$ cat src/rtl/ucus_ortami_surucu.sv
// Flight environment / command driver facing the autopilot: altitude model, sensor feedback, command strobe and outcome.
// Optional altimeter noise when FLIGHT_NOISE_EN is defined. Accept to first response check: 2 edges.
module ucus_ortami_surucu #(
    parameter int          CLIMB_DIV   = 4,
    parameter int          SINK_DIV    = 8,
    parameter int          TIMEOUT_CYC = 256,
    parameter logic [5:0]  INIT_ALT    = 6'd0
) (
    input  logic        clk,
    input  logic        rst,
    input  logic        cmd_valid,
    output logic        cmd_ready,
    input  logic [5:0]  cmd_alt,
    output logic [18:0] ap_io_in,
    input  logic [2:0]  ap_io_out,
    output logic [5:0]  alt_o,
    output logic        done_o,
    output logic [1:0]  status_o,
    output logic        fault_latched_o
);

    localparam int              TW         = $clog2(TIMEOUT_CYC + 1);
    localparam logic [5:0]      CLIMB_LAST = 6'(CLIMB_DIV - 1);
    localparam logic [5:0]      SINK_LAST  = 6'(SINK_DIV - 1);
    localparam logic [TW-1:0]   TIMER_LAST = TW'(TIMEOUT_CYC - 1);

    localparam logic [1:0] ST_REACHED = 2'b01;
    localparam logic [1:0] ST_FAULT   = 2'b10;
    localparam logic [1:0] ST_TIMEOUT = 2'b11;

    typedef enum logic {
        S_IDLE,
        S_WAIT
    } state_t;

    logic motor, green, red;
    assign motor = ap_io_out[0];
    assign green = ap_io_out[1];
    assign red   = ap_io_out[2];

    // ------------------------------------------------------------------
    // Altitude model
    // ------------------------------------------------------------------
    logic [5:0] alt;
    logic [5:0] prescaler;
    logic [5:0] div_last;
    logic       motor_prev;

    always_comb begin
        div_last = SINK_LAST;
        if (motor) div_last = CLIMB_LAST;
    end

    // motor_prev follows the input even in reset so a motor held steady
    // through reset does not look like a toggle on the first edge.
    always_ff @(posedge clk) begin
        motor_prev <= motor;
        if (rst) begin
            alt       <= INIT_ALT;
            prescaler <= 6'd0;
        end else if (motor != motor_prev) begin
            prescaler <= 6'd0;
        end else if (prescaler == div_last) begin
            prescaler <= 6'd0;
            if (motor && alt != 6'd63)
                alt <= alt + 6'd1;
            else if (!motor && alt != 6'd0)
                alt <= alt - 6'd1;
        end else begin
            prescaler <= prescaler + 6'd1;
        end
    end

    // ------------------------------------------------------------------
    // Sensors
    // ------------------------------------------------------------------
    logic [5:0] gnss;
    logic [5:0] altim;
    logic [5:0] altim_next;

`ifdef FLIGHT_NOISE_EN
    logic [7:0] lfsr;
    logic [6:0] altim_sum;

    always_ff @(posedge clk) begin
        if (rst)
            lfsr <= 8'hA5;
        else
            lfsr <= {lfsr[6:0], lfsr[7] ^ lfsr[5] ^ lfsr[4] ^ lfsr[3]};
    end

    always_comb begin
        altim_sum  = {1'b0, alt} + {5'b0, lfsr[1:0]};
        altim_next = altim_sum[5:0];
        if (altim_sum[6]) altim_next = 6'd63;
    end
`else
    always_comb begin
        altim_next = alt;
    end
`endif

    always_ff @(posedge clk) begin
        if (rst) begin
            gnss  <= INIT_ALT;
            altim <= INIT_ALT;
        end else begin
            gnss  <= alt;
            altim <= altim_next;
        end
    end

    // ------------------------------------------------------------------
    // Command FSM
    // ------------------------------------------------------------------
    state_t        state;
    logic [5:0]    target;
    logic          strobe;
    logic [TW-1:0] timer;
    logic          done_r;
    logic [1:0]    status_r;
    logic          ready_r;

    // Completion leaves ready low for the done cycle; it rises one edge later.
    always_ff @(posedge clk) begin
        if (rst) begin
            state    <= S_IDLE;
            ready_r  <= 1'b1;
            target   <= 6'd0;
            strobe   <= 1'b0;
            timer    <= '0;
            done_r   <= 1'b0;
            status_r <= 2'b00;
        end else begin
            done_r <= 1'b0;
            case (state)
                S_IDLE: begin
                    if (cmd_valid && ready_r) begin
                        target  <= cmd_alt;
                        strobe  <= 1'b1;
                        timer   <= '0;
                        ready_r <= 1'b0;
                        state   <= S_WAIT;
                    end else begin
                        ready_r <= 1'b1;
                    end
                end
                S_WAIT: begin
                    if (strobe) begin
                        strobe <= 1'b0;
                    end else if (red) begin
                        status_r <= ST_FAULT;
                        done_r   <= 1'b1;
                        state    <= S_IDLE;
                    end else if (green) begin
                        status_r <= ST_REACHED;
                        done_r   <= 1'b1;
                        state    <= S_IDLE;
                    end else if (timer == TIMER_LAST) begin
                        status_r <= ST_TIMEOUT;
                        done_r   <= 1'b1;
                        state    <= S_IDLE;
                    end else begin
                        timer <= timer + TW'(1);
                    end
                end
                default: begin
                    state   <= S_IDLE;
                    ready_r <= 1'b1;
                end
            endcase
        end
    end

    always_ff @(posedge clk) begin
        if (rst)
            fault_latched_o <= 1'b0;
        else if (red)
            fault_latched_o <= 1'b1;
    end

    assign cmd_ready = ready_r;
    assign done_o    = done_r;
    assign status_o  = status_r;
    assign alt_o     = alt;
    assign ap_io_in  = {strobe, target, altim, gnss};

endmodule
$ cat config.mk
export PLATFORM = sky130hd
export DESIGN_NAME = ucus_ortami_surucu
export DESIGN_NICKNAME = d
export VERILOG_FILES = /design/src/rtl/ucus_ortami_surucu.sv
export SDC_FILE = /design/constraint.sdc
export NUM_CORES = 1
export LEC_CHECK = 0
export ABC_AREA = 0
export CAP_MARGIN = 10
export CORE_ASPECT_RATIO = 1.75
export CORE_MARGIN = 10
export CORE_UTILIZATION = 50
export DETAILED_ROUTE_END_ITERATION = 6
export PLACE_DENSITY = 0.8
export SLEW_MARGIN = 10
export SYNTH_ARGS = -nofsm -noshare
export SYNTH_HDL_FRONTEND = slang
export SYNTH_SLANG_ARGS = --single-unit
$ cat constraint.sdc
create_clock -name clk -period 6.5 [get_ports clk]
set_input_delay 1.3 -clock clk [delete_from_list [all_inputs] [get_ports clk]]
set_output_delay 1.3 -clock clk [all_outputs]
set_load 0.01 [all_outputs]
==> results.json <==
{
  "io_pins": 42,
  "via_per_inst": 5.24,
  "critPathRequiredTime_ns": 6.68,
  "slew_violations": 0,
  "hp-start": "prescaler[0]$_SDFF_PP0_",
  "status": "finished, final reports clean",
  "finalHoldViolCount": 0,
  "antenna_found_initial": 0,
  "maxSlewHeadroom": 0.602,
  "fillers": 326,
  "grt_max_degree": 31,
  "dpl_worst_slack_ns": 2.63,
  "slowest_delay_ns": 0.68,
  "ff2ff_path_depth": 8,
  "track_usage": 0.122,
  "synthesis.area_sq_um": 1800,
  "syn_inst": 204,
  "coreArea_sq_um": 3430,
  "synth-seq-cells": 41,
  "critPathArrivalTime_ns": 3.75,
  "clock_path_buffers": 2,
  "syn2layout_area_growth_pct": 26.6,
  "rows": 28,
  "die_h_microns": 99.4,
  "min_path_type": "reg2reg",
  "startpoint_type": "input pin",
  "wl_per_cell_microns": 13.2,
  "tightest_slew_ns": 0.582,
  "yosys_warnings": 0,
  "drtPass1Iterations": 4,
  "drt_wl_total_microns": 3750,
  "gp_congestion": 0.764,
  "grt_overflow": 0,
  "final_cell_mix": "dfxtp_1 (41), clkdlybuf4s50_1 (41), nor2_1 (31), nand2_1 (18), a21oi_1 (15)",
  "dieArea_sq_um": 6500,
  "power_mw": 0.478,
  "power.density_nw_per_um2": 210,
  "worst-r2r-setup-slack_ns": 3.86,
  "critical_path_class": "in2reg",
  "seq_area_frac_synth": 0.456,
  "syn-num-nets": 222,
  "hold_path_depth": 1,
  "rsz0062_at_grt": "false",
  "clock.fmax_ghz": 0.280,
  "drv_cap": 0,
  "cts-root-buf": "clkbuf_8",
  "antenna_cells": 0,
  "synth-async-reset-ratio": 0,
  "grt_pass1_wl_microns": 6330,
  "synth.avg_cell_area_sq_um": 8.83,
  "vias": 1487,
  "crit_slowest_cell": "clkdlybuf4s50_1",
  "die_x_microns": 65.4,
  "holdPathEnd": "prescaler[0]$_SDFF_PP0_",
  "cts_tree": "done",
  "clk_pin_slew_worst_paths_ns": 0.07,
  "fin_skew_ns": 0.00621,
  "min_period_ns": 3.57,
  "r2r-start": "alt_o[0]$_SDFFE_PP0P_",
  "crit_chain": "clkdlybuf4s50_1, o21ai_0, ha_1, a2111oi_0, nor2_1, o31a_2, mux2_4",
  "ctsResizeCount": 0,
  "post-route-drc-count": 0,
  "final_core_util": 0.664,
  "post-dp-hpwl_microns": 2840,
  "period_share": 0.549,
  "setup_viol": 0,
  "ys_types": 43,
  "numCtsBuffers": 5,
  "cts.sinks": 41,
  "holdWs_ns": 0.450,
  "num-nets-final": 257,
  "cts_max_level": 2,
  "start_util": 0.524,
  "end_kind": "flip-flop",
  "setup.worst_path.start": "ap_io_out[0]",
  "drt_iter0_drc": 44,
  "leakage_nw": 0.806,
  "reg2reg_to": "alt_o[5]$_SDFFE_PP0P_",
  "drive_gt1_frac": 0.0628,
  "ctsHoldBuffers": 0,
  "ys.flop_type": "dfxtp_1",
  "clkLatencyLatePin_ns": 0.29,
  "port_buffers": 41,
  "path_max_fanout": 12,
  "tns_ns": 0,
  "setup_ws_ns": 2.93,
  "ir_drop_v": 0.000184,
  "synth_edf_count": 0,
  "grt_pass1_vias": 1396,
  "cts_setup_buffers": 0,
  "postRouteAntennaNets": 0
}
## worst max-delay path, delay by kind of cell
kind            cells  cell delay, ns
fa+ha+maj           1            0.26
buf+inv             1            0.68
simple gates        1            0.10
mux                 1            0.29
compound gates      3            1.11
## synth_stat cells, types with 2 or more instances
cell type,count,area (sq um)
buf_4,7,52.6
inv_1,6,22.5
dfxtp_1,41,821
a21oi_1,15,75.1
buf_1,2,7.51
xor2_1,6,52.6
a21o_1,2,15.0
ha_1,6,75.1
xnor2_1,5,43.8
nand2b_1,3,18.8
o211ai_1,2,15.0
nand3b_1,2,15.0
nand4_1,2,12.5
clkbuf_1,3,11.3
a311oi_1,2,17.5
nor3_1,6,30.0
nor2_1,31,116
nand3_1,5,25.0
or3_1,2,12.5
mux2i_1,3,30.0
buf_2,2,10.0
nor4_1,2,12.5
a211oi_1,2,15.0
o21ai_0,4,20.0
nand2_1,18,67.6
nor2b_1,8,50.1
## per-layer routing
layer	global-route usage	routed length (microns)	vias to the layer above
li1	-	-	757
met1	0.116	1400	692
met2	0.208	1990	29
met3	0.0573	258	9
met4	0.0695	95	0
met5	0	0	-
## through the flow
| step | cells | instance area, sq um |
|---|---|---|
| 3_3_place_gp | 277 | 2190 |
| 6_report | 284 | 2280 |
| 2_1_floorplan | 204 | 1800 |
| 4_1_cts | 284 | 2280 |
| 5_1_grt | 284 | 2280 |
| 3_5_place_dp | 277 | 2190 |
## cell type report
class | instances | area [sq um] | share of cell area
Multi-Input combinational cell | 143 | 876 | 0.384
Sequential cell | 41 | 821 | 0.360
Timing Repair Buffer | 42 | 418 | 0.183
Clock buffer | 7 | 86.3 | 0.0379
Tap cell | 45 | 56.3 | 0.0247
Inverter | 6 | 22.5 | 0.00988
## cells by family (layout without fill, tap and decap cells)
kind of cell / after synthesis / after routing / synth area share
simple gates: 85 / 85 / 0.227
flops: 41 / 41 / 0.456
compound gates: 36 / 36 / 0.133
buf+inv: 20 / 55 / 0.0577
xor+xnor: 11 / 11 / 0.0535
fa+ha+maj: 6 / 6 / 0.0417
mux: 5 / 5 / 0.0313
## how the worst max path moves through the flow
stage | endpoint | cells after the start
after floorplan | alt_o[5]$_SDFFE_PP0P_ | 8
after global placement | alt_o[5]$_SDFFE_PP0P_ | 8
after detailed placement | alt_o[5]$_SDFFE_PP0P_ | 7
after CTS | alt_o[5]$_SDFFE_PP0P_ | 7
after global routing | alt_o[5]$_SDFFE_PP0P_ | 7
final | alt_o[5]$_SDFFE_PP0P_ | 7
## state kept, by name, indices dropped and copies added (netlist names)
register         cells
alt_o                6
altim                6
cmd_ready            1
done_o               1
fault_latched_o      1
motor_prev           1
prescaler            6
state                1
status_o             2
strobe               1
target               6
timer                9
## where the power goes
group / switching (mW) / leakage (nW) / internal, mW / total, mW
clock network: 0.0815 / 0.0443 / 0.0842 / 0.166
registers: 0.00541 / 0.333 / 0.258 / 0.264
logic: 0.0242 / 0.429 / 0.0247 / 0.0490
Power figures use the tool's default switching activity.
